### src/rtl/mem_sram.sv
// Single-port synchronous RAM with registered read data and an illegal-access pulse.
// Define MEM_PARITY_EN to add per-word even-parity storage and the par_err output.
module mem_sram #(
    parameter  int DEPTH = 32,
    parameter  int WIDTH = 8,
    localparam int AW    = $clog2(DEPTH)
) (
    input  logic             clk,
    input  logic             rst,
    input  logic             read,
    input  logic             write,
    input  logic [AW-1:0]    addr,
    input  logic [WIDTH-1:0] data_in,
    output logic [WIDTH-1:0] data_out,
`ifdef MEM_PARITY_EN
    output logic             par_err,
`endif
    output logic             rw_err
);

    logic [WIDTH-1:0] mem_q [DEPTH];
    logic [WIDTH-1:0] data_out_q, data_out_d;
    logic             rw_err_q, rw_err_d;
    logic             in_range;
    logic             wr_en;
    logic             rd_en;

    always_comb begin
        in_range   = int'(addr) < DEPTH;
        wr_en      = write && !read && in_range;
        rd_en      = read && !write;
        // Out-of-range only counts as illegal when an access is actually attempted.
        rw_err_d   = (read && write) || ((read || write) && !in_range);
        data_out_d = data_out_q;
        if (rd_en) begin
            data_out_d = in_range ? mem_q[addr] : '0;
        end
    end

    always_ff @(posedge clk or posedge rst) begin
        if (rst) begin
            for (int unsigned i = 0; i < DEPTH; i++) begin
                mem_q[i] <= '0;
            end
            data_out_q <= '0;
            rw_err_q   <= 1'b0;
        end else begin
            if (wr_en) begin
                mem_q[addr] <= data_in;
            end
            data_out_q <= data_out_d;
            rw_err_q   <= rw_err_d;
        end
    end

    assign data_out = data_out_q;
    assign rw_err   = rw_err_q;

`ifdef MEM_PARITY_EN
    logic par_q [DEPTH];
    logic par_err_q, par_err_d;

    always_comb begin
        par_err_d = par_err_q;
        if (rd_en) begin
            par_err_d = in_range ? ((^mem_q[addr]) != par_q[addr]) : 1'b0;
        end
    end

    always_ff @(posedge clk or posedge rst) begin
        if (rst) begin
            for (int unsigned i = 0; i < DEPTH; i++) begin
                par_q[i] <= 1'b0;
            end
            par_err_q <= 1'b0;
        end else begin
            if (wr_en) begin
                par_q[addr] <= ^data_in;
            end
            par_err_q <= par_err_d;
        end
    end

    assign par_err = par_err_q;
`endif

endmodule

### config.mk
export PLATFORM = sky130hd
export DESIGN_NAME = mem_sram
export DESIGN_NICKNAME = d
export VERILOG_FILES = /design/src/rtl/mem_sram.sv
export SDC_FILE = /design/constraint.sdc
export NUM_CORES = 1
export LEC_CHECK = 0
export BUFFER_PORTS_ARGS = -buffer_cell sky130_fd_sc_hd__buf_2
export CORE_MARGIN = 2
export CORE_UTILIZATION = 50
export DETAILED_ROUTE_END_ITERATION = 12
export GPL_ROUTABILITY_DRIVEN = 0
export PLACE_DENSITY = 0.66
export SYNTH_ARGS = -nofsm -noshare
export SYNTH_HDL_FRONTEND = slang
export SYNTH_SLANG_ARGS = --single-unit
### constraint.sdc
create_clock -name clk -period 15.5 [get_ports clk]
set_clock_uncertainty 0.15 [all_clocks]
set_input_delay 2.325 -clock clk [delete_from_list [all_inputs] [get_ports clk]]
set_output_delay 2.325 -clock clk [all_outputs]
set_load 0.01 [all_outputs]
==> results.py, run 1 <==
metrics = {
    "outcome": {
        "status": "complete, no violations",
    },
    "setup_path": {
        "endpoint_kind": "flop",
        "path_max_fanout": 25,
        "timing.rr.end": "data_out[2]",
        "r2r_slack_ns": 13.50,
        "critPathKind": "in2reg",
        "cp.arrival_ns": 4.92,
        "crit_required_ns": 15.76,
        "rr_startpoint": "mem_q[194]",
        "cp-start-kind": "primary input",
        "reg2regPathDepth": 5,
    },
    "synth": {
        "synthesis.area_sq_mm": 0.01236,
        "avgSynthCellArea_sq_um": 14.98,
        "yosysWarnings": 0,
        "yosys.area.top_type": "dfrtp_1",
        "synth_top_area_frac": 0.5365,
        "yosys-top-cells-count": "dfrtp_1, mux2_2, mux4_2, mux2i_1, clkbuf_1",
        "synthFlopType": "dfrtp_1",
        "synth_nets": 842,
        "yosysMostFrequentCell": "dfrtp_1",
        "synth_fa_ha_area_frac": 0,
        "synth-seq-cells": 265,
        "synthTopCellsByArea": "dfrtp_1, mux2_2, mux4_2",
        "async_flop_share": 1.000,
        "synth_top_family_by_area": "multiplexers",
        "synthXorXnorAreaFrac": 0,
        "yosysSeqAreaShare": 0.5365,
        "synthDistinctLibCells": 50,
        "synth_edf_count": 0,
        "yosys.area_share.simple": 0.04677,
        "synth.area.mux_share": 0.3507,
        "synthCells": 825,
        "synth_compound_area_frac": 0.03614,
    },
    "routing": {
        "post-route-drc-count": 0,
        "vias": 7260,
        "via_per_inst": 6.200,
        "wl_per_cell_um": 26.06,
        "drt_iter0_drc": 503,
        "dr.pass1.iters": 5,
        "antenna_left": 0,
        "drt_wl_total_mm": 30.52,
    },
    "die": {
        "initial_utilization": 0.5082,
        "pin_count": 26,
        "fp.dieArea_sq_mm": 0.02599,
        "die_w_um": 161.2,
        "num_rows": 57,
        "core_sq_mm": 0.02432,
        "die_h_um": 161.2,
    },
    "power": {
        "ir_drop_mv": 0.07211,
        "powerDensity_mw_per_mm2": 127.8,
        "finalPower_mw": 1.729,
        "p_leak_nw": 6.298,
    },
    "finish": {
        "fillers": 1938,
        "diodes": 0,
        "final_layout_size_suffix_gt1_frac": 0.4770,
        "final_nets": 846,
        "syn_to_final_growth_pct": 9.526,
    },
    "hold_path": {
        "hold_path_startpoint": "mem_q[81]",
        "hold_end": "mem_q[81]",
        "hp-class": "reg2reg",
        "holdPathStages": 1,
    },
    "place": {
        "port_buffers": 25,
        "dp_hpwl_mm": 20.07,
    },
    "global_route": {
        "overflow": 0,
        "grt_max_degree": 113,
        "track_usage": 0.2442,
        "grt_pass1_vias": 7877,
        "antenna_found_initial": 0,
        "grt_pass1_wl_mm": 48.05,
    },
    "clocking": {
        "cts_inserted_buffers": 28,
        "h-tree-depth": 1,
        "hold_buffers": 0,
        "clk_latency_ns": 0.54,
        "cts_setup_buffers": 0,
        "clk_pin_slew_worst_paths_ns": 0.06,
        "clockRootBuffer": "clkbuf_16",
        "clock_sinks": 265,
        "cts_buffer_depth": 3,
        "postCtsResizedCells": 0,
        "cts_tree": "done",
    },
    "sta": {
        "hold_viol_final": 0,
        "setup_violations": 0,
        "slew_headroom": 0.3086,
        "worst_pin_slew_ns": 1.037,
        "final_period_minus_worst_setup_slack_ns": 4.663,
        "finalSetupTns_ns": 0,
        "drv_slew": 0,
        "fmax_mhz": 214.5,
        "rsz0062_at_grt": "false",
        "finalCritPeriodShare": 0.3008,
        "worst_hold_slack_ns": 0.3408,
    },
    "flow_run": {
        "max_cap_violations": 0,
    },
}
-- worst max path at each step --
stage / start / slack, ns / depth (start not counted) / end
finish: addr[1] / 10.84 / 6 / mem_q[114]
CTS: addr[1] / 10.90 / 6 / mem_q[114]
detailed placement: addr[0] / 10.34 / 6 / data_out[6]
global placement: addr[0] / 10.36 / 6 / data_out[6]
global route: addr[1] / 10.76 / 6 / mem_q[114]
floorplan: rst / 5.73 / 1 / data_out[0]
-- metrics by stage --
stage	setup WS, ns	utilization	instances	area (sq um)
after CTS	10.90	0.5566	1171	13540
final	10.84	0.5566	1171	13540
after global placement	10.36	0.5185	1123	12610
after detailed placement	10.34	0.5185	1123	12610
after floorplan	5.728	-	825	12360
after global routing	10.76	0.5566	1171	13540
-- layout make-up --
type	count	area, sq um	share of cell area
timing repair buffer	33	187.7	0.01386
multi-input combinational	496	5359	0.3959
tap	324	405.4	0.02995
clock buffer	38	799.5	0.05906
clock inverter	10	127.6	0.009428
inverter	5	26.28	0.001941
sequential	265	6631	0.4899
-- kinds of logic (layout without fill, tap and decap cells) --
group           count (synthesis)  after routing
flops                         265            265
simple gates                   93             93
compound gates                 61             61
mux                           342            342
buf+inv                        64             86
-- per-layer routing --
layer | part of all wire | wire [um] | track usage | vias up
li1 | - | - | - | 3089
met1 | 0.43 | 13010 | 0.3390 | 3867
met2 | 0.48 | 14610 | 0.3890 | 230
met3 | 0.063 | 1916 | 0.05650 | 74
met4 | 0.032 | 983 | 0.07102 | 0
met5 | 0 | 0 | 0 | -
-- cell usage in the layout (no fill, tap or decap), types with 3 or more instances in the layout --
cell / n
dfrtp_1: 265
mux2_2: 262
mux4_2: 36
mux2i_1: 34
clkbuf_16: 29
buf_2: 24
nand2_1: 17
nor2b_1: 12
nand2_2: 11
nor2_1: 9
buf_4: 9
mux4_1: 8
a211oi_1: 8
a31oi_1: 7
nand2b_1: 6
a22oi_1: 6
o22ai_1: 6
clkinv_2: 6
and3_1: 5
nor2_2: 5
a21oi_1: 5
o21ai_0: 5
nor3_1: 5
clkbuf_1: 5
nand3_2: 4
a2111oi_0: 4
nand3_1: 4
clkbuf_8: 4
nor3_4: 3
inv_1: 3
o211ai_1: 3
o22a_1: 3
o32a_1: 3
nor2_4: 3
bufinv_16: 3
-- power breakdown --
part / switching [mW] / internal [mW] / leakage, nW
registers: 0.0498 / 0.784 / 3.51
clock network: 0.265 / 0.408 / 0.458
logic: 0.106 / 0.118 / 2.33
total: 0.420 / 1.31 / 6.30
-- worst max-delay path, cell delays in order --
cell,delay [ns]
buf_2,0.51
buf_4,0.47
inv_1,0.34
and3_1,0.37
nand3_1,0.47
mux2_2,0.41
-- state kept, by name, summed over array words and instances (netlist names) --
name,flops
data_out,8
rw_err,1
mem_q,256
Note: power is estimated with default switching activity, not from simulation.
==> inputs of run 2 (changes only) <==
- clock period: 15.5 -> 4.4 ns (I/O delays scaled with it)
==> run 2 against run 1 <==
  * Sequential share of layout area fell by 0.72 points
  * Via count rose by 1.2%
  * Final cell count rose by 0.68%
  * Power rose to 3.7 times the previous value
  * Routed wire length fell by 0.40%
  * Sequential power rose to 3.5 times the previous value
  * Combinational power rose to 3.5 times the previous value
  * Sequential cell count did not move
  * Design area rose by 1.5%
  * Critical endpoint is now mem_q[99]
  * Largest cell class unchanged
==> results.py, run 2 (same netlist as run 1, synthesis figures left out) <==
metrics = {
    "power": {
        "powerDensity_mw_per_mm2": 468.0,
        "ir_drop_mv": 0.3122,
        "p_leak_nw": 6.392,
    },
    "sta": {
        "rsz0062_at_grt": "false",
        "hold_viol_final": 0,
        "fmax_mhz": 349.0,
        "worst_pin_slew_ns": 1.075,
        "finalCritPeriodShare": 0.6511,
        "slew_headroom": 0.2817,
        "drv_slew": 0,
        "final_period_minus_worst_setup_slack_ns": 2.865,
        "setup_violations": 0,
        "setup_ws_ns": 1.535,
        "finalSetupTns_ns": 0,
    },
    "setup_path": {
        "crit_required_ns": 4.67,
        "cp-start-kind": "primary input",
        "reg2regPathDepth": 5,
        "endpoint_kind": "flop",
        "critPathKind": "in2reg",
        "path_max_fanout": 48,
        "cp.arrival_ns": 3.14,
    },
    "place": {
        "dp_hpwl_mm": 19.75,
        "place_ws_ns": 1.028,
        "port_buffers": 25,
        "place_inst": 1127,
    },
    "finish": {
        "fillers": 1927,
        "final_nets": 850,
        "final_cell_mix": "dfrtp_1, mux2_2, mux4_2",
        "diodes": 0,
        "syn_to_final_growth_pct": 11.16,
        "fin_cells": 1179,
        "final_layout_size_suffix_gt1_frac": 0.4807,
        "regMostFlops": "mem_q",
        "largest_reg_flops": 256,
        "post-route-util": 0.5649,
        "layout_commonest_cell": "dfrtp_1",
    },
    "routing": {
        "drt_iter0_drc": 462,
        "drt_wl_total_mm": 30.39,
        "post-route-drc-count": 0,
        "wl_per_cell_um": 25.78,
        "vias": 7346,
        "via_per_inst": 6.231,
        "antenna_left": 0,
        "dr.pass1.iters": 5,
    },
    "global_route": {
        "met2_usage": 0.3935,
        "use_met1": 0.3307,
        "grt_max_degree": 104,
        "track_usage": 0.2410,
        "grt_pass1_wl_mm": 47.87,
        "overflow": 0,
        "top_usage_layer": "met2",
        "use_met3": 0.03647,
        "antenna_found_initial": 0,
        "grt_pass1_vias": 7989,
    },
    "clocking": {
        "clock_sinks": 265,
        "hold_buffers": 0,
        "cts_buffer_depth": 3,
        "postCtsResizedCells": 0,
        "clk_latency_ns": 0.54,
        "cts_inserted_buffers": 28,
        "clk_pin_slew_worst_paths_ns": 0.06,
        "cts_setup_buffers": 0,
        "cts_tree": "done",
        "clockRootBuffer": "clkbuf_16",
        "h-tree-depth": 1,
    },
    "die": {
        "pin_count": 26,
        "die_h_um": 161.2,
        "fp.dieArea_sq_mm": 0.02599,
        "num_rows": 57,
        "core_sq_mm": 0.02432,
        "die_w_um": 161.2,
        "initial_utilization": 0.5082,
    },
    "outcome": {
        "status": "complete, no violations",
    },
    "hold_path": {
        "hp-class": "in2async",
    },
    "flow_run": {
        "max_cap_violations": 0,
    },
}
## run 2: cell types whose count changed in the layout (fill, tap and decap cells not counted), sizes merged
cell    delta
inv        -1
buf        +4
clkinv     -2
clkbuf     +2
bufinv     +5
## run 2: stage by stage
stage          instance area [sq um]  total power [mW]  hold slack (ns)
2_1_floorplan                  12360             3.518           0.3022
3_3_place_gp                   12660             3.703           0.3129
3_5_place_dp                   12660             3.759           0.3250
4_1_cts                        13740             6.474           0.2396
5_1_grt                        13740             6.659           0.2772
6_report                       13740             6.430           0.2179
## run 2: report_power, final
part           total (mW)  switching [mW]  internal [mW]  leakage (nW)
registers            2.93           0.166           2.76          3.51
clock network        2.72           0.964           1.75         0.529
logic               0.787           0.368          0.419          2.35
total                6.43            1.50           4.93          6.39
## run 2: worst paths after layout
| path | startpoint | to | slack [ns] |
|---|---|---|---|
| max | addr[0] | mem_q[99] | 1.54 |
| min | rst | mem_q[9] | 0.22 |
| max reg2reg | mem_q[217] | data_out[1] | 2.40 |
| min reg2reg | mem_q[80] | mem_q[80] | 0.34 |
| max in group asynchronous | rst | mem_q[40] | 2.80 |
| min in group clk | read | rw_err | 0.27 |
## run 2: critical path, stage by stage
cell,delay (ns)
buf_4,0.68
buf_4,0.38
and3_1,0.40
nand3_1,0.51
mux2_2,0.46
## run 2: layout make-up
cell class              count  area, sq um  area share
clock buffers              40        817.0     0.05947
repair buffers             37        242.7     0.01767
well taps                 324        405.4     0.02951
flip-flops and latches    265         6631      0.4827
clock inverters            12        260.3     0.01894
inverters                   5        22.52    0.001639
multi-input cells         496         5359      0.3901
## run 2: metal layers
metal | up-vias | part of all wire
li1 | 3100 | -
met1 | 3930 | 0.43
met2 | 240 | 0.48
met3 | 76 | 0.052
met4 | 0 | 0.036
met5 | - | 0
==> inputs of run 3 (changes only) <==
- PLACE_DENSITY: 0.66 -> 0.68
- clock period: 4.4 -> 2.4 ns (I/O delays scaled with it)
==> run 3 against run 2 <==
  * Global-route usage increased by 1.3 points
  * Final cell count increased by 6.1%
  * Worst setup slack got worse by 1.4 ns
  * First-iteration DRC count increased by 38%
  * Power increased by 76%
  * Largest cell class unchanged
  * Count of clock-buffer cells in the layout unchanged
  * Die area unchanged
  * Design area increased by 4.9%
  * Hold slack got worse by 0.16 ns
  * Routed wire length increased by 3.9%
==> results.py, run 3 (same netlist as run 1, synthesis figures left out) <==
metrics = {
    "sta": {
        "drv_slew": 0,
        "setup_violations": 0,
        "finalSetupTns_ns": 0,
        "setup_ws_ns": 0.1598,
        "hold_viol_final": 0,
        "final_period_minus_worst_setup_slack_ns": 2.240,
        "rsz0062_at_grt": "false",
        "finalCritPeriodShare": 0.9334,
        "slew_headroom": 0.4976,
        "worst_pin_slew_ns": 0.7536,
        "fmax_mhz": 446.4,
    },
    "setup_path": {
        "cp.arrival_ns": 2.51,
        "path_max_fanout": 8,
        "endpoint_kind": "flop",
        "cp-start-kind": "primary input",
        "critPathKind": "in2reg",
        "crit_required_ns": 2.67,
    },
    "global_route": {
        "grt_pass1_wl_mm": 50.25,
        "antenna_found_initial": 0,
        "grt_pass1_vias": 8258,
        "grt_max_degree": 100,
        "track_usage": 0.2535,
        "overflow": 0,
    },
    "power": {
        "p_leak_nw": 6.756,
        "powerDensity_mw_per_mm2": 785.8,
        "ir_drop_mv": 0.5802,
    },
    "place": {
        "dp_hpwl_mm": 21.51,
        "place_ws_ns": 0.003383,
        "port_buffers": 25,
    },
    "routing": {
        "wl_per_cell_um": 25.24,
        "dr.pass1.iters": 5,
        "via_per_inst": 6.069,
        "drt_iter0_drc": 639,
        "post-route-drc-count": 0,
        "vias": 7592,
        "drt_wl_total_mm": 31.58,
        "antenna_left": 0,
    },
    "finish": {
        "diodes": 0,
        "final_layout_size_suffix_gt1_frac": 0.5200,
        "layout_commonest_cell": "dfrtp_1",
        "regMostFlops": "mem_q",
        "syn_to_final_growth_pct": 16.55,
        "final_cell_mix": "dfrtp_1, mux2_2, buf_4",
        "fillers": 1888,
        "final_nets": 923,
        "largest_reg_flops": 256,
        "post-route-util": 0.5923,
    },
    "die": {
        "initial_utilization": 0.5082,
        "die_w_um": 161.2,
        "num_rows": 57,
        "pin_count": 26,
        "core_sq_mm": 0.02432,
        "die_h_um": 161.2,
        "fp.dieArea_sq_mm": 0.02599,
    },
    "flow_run": {
        "max_cap_violations": 0,
    },
    "clocking": {
        "h-tree-depth": 1,
        "postCtsResizedCells": 0,
        "clk_pin_slew_worst_paths_ns": 0.06,
        "cts_setup_buffers": 0,
        "cts_inserted_buffers": 28,
        "cts_buffer_depth": 3,
        "clock_sinks": 265,
        "cts_tree": "done",
        "clockRootBuffer": "clkbuf_16",
        "clk_latency_ns": 0.55,
    },
    "hold_path": {
        "hp-class": "in2reg",
    },
    "outcome": {
        "status": "complete, no violations",
    },
}
run 3: cell types whose count changed in the layout (fill, tap and decap cells not counted), sizes merged:
cell	change
bufinv	-6
clkinv	+2
buf	+71
dlygate4sd3	+2
clkinvlp	+2
inv	+1
run 3: routing by layer:
layer	share of wire	global-route usage	up-vias
met5	0	0	-
met3	0.054	0.03749	59
li1	-	-	3250
met1	0.44	0.3592	4058
met4	0.028	0.06899	0
met2	0.48	0.4140	225
run 3: cell type report:
class | count | area (sq um) | share of cell area
clock buffer | 40 | 827.0 | 0.05741
inverter | 5 | 22.52 | 0.001563
timing repair buffer | 110 | 1046 | 0.07261
multi-input combinational | 496 | 5359 | 0.3720
tap | 324 | 405.4 | 0.02814
sequential | 265 | 6631 | 0.4603
clock inverter | 11 | 113.9 | 0.007904
run 3: metrics by stage:
step	hold slack [ns]	instances	area [sq um]	power, mW
5_1_grt	0.06031	1251	14410	11.77
3_3_place_gp	0.1657	1198	13440	6.884
3_5_place_dp	0.1720	1198	13440	7.000
2_1_floorplan	0.3022	825	12360	6.449
6_report	0.05948	1251	14410	11.32
4_1_cts	0.03888	1251	14410	11.40
run 3: critical path, stage by stage:
cell,delay [ns]
dlygate4sd3_1,0.52
buf_2,0.16
and2b_1,0.26
nand2_2,0.11
nor2_2,0.39
nand3_2,0.33
mux2_2,0.37
run 3: path summary, 6_finish.rpt:
check | cells after the start | start | to | slack, ns
max | 7 | write | mem_q[106] | 0.16
min | 3 | read | rw_err | 0.06
max reg2reg | 4 | mem_q[79] | data_out[7] | 0.49
min reg2reg | 1 | mem_q[80] | mem_q[80] | 0.34
max in group asynchronous | 4 | rst | mem_q[247] | 1.11
min in group asynchronous | 3 | rst | mem_q[64] | 0.16
run 3: power breakdown:
part | switching [mW] | internal, mW | total, mW
Sequential | 0.320 | 5.06 | 5.38
Clock | 1.78 | 2.61 | 4.39
Combinational | 0.707 | 0.846 | 1.55
Total | 2.81 | 8.51 | 11.3
run 3: timing repair:
action,in CTS,in global routing
setup endpoints to repair,0,0
hold buffers,2,0
hold endpoints to repair,64,0
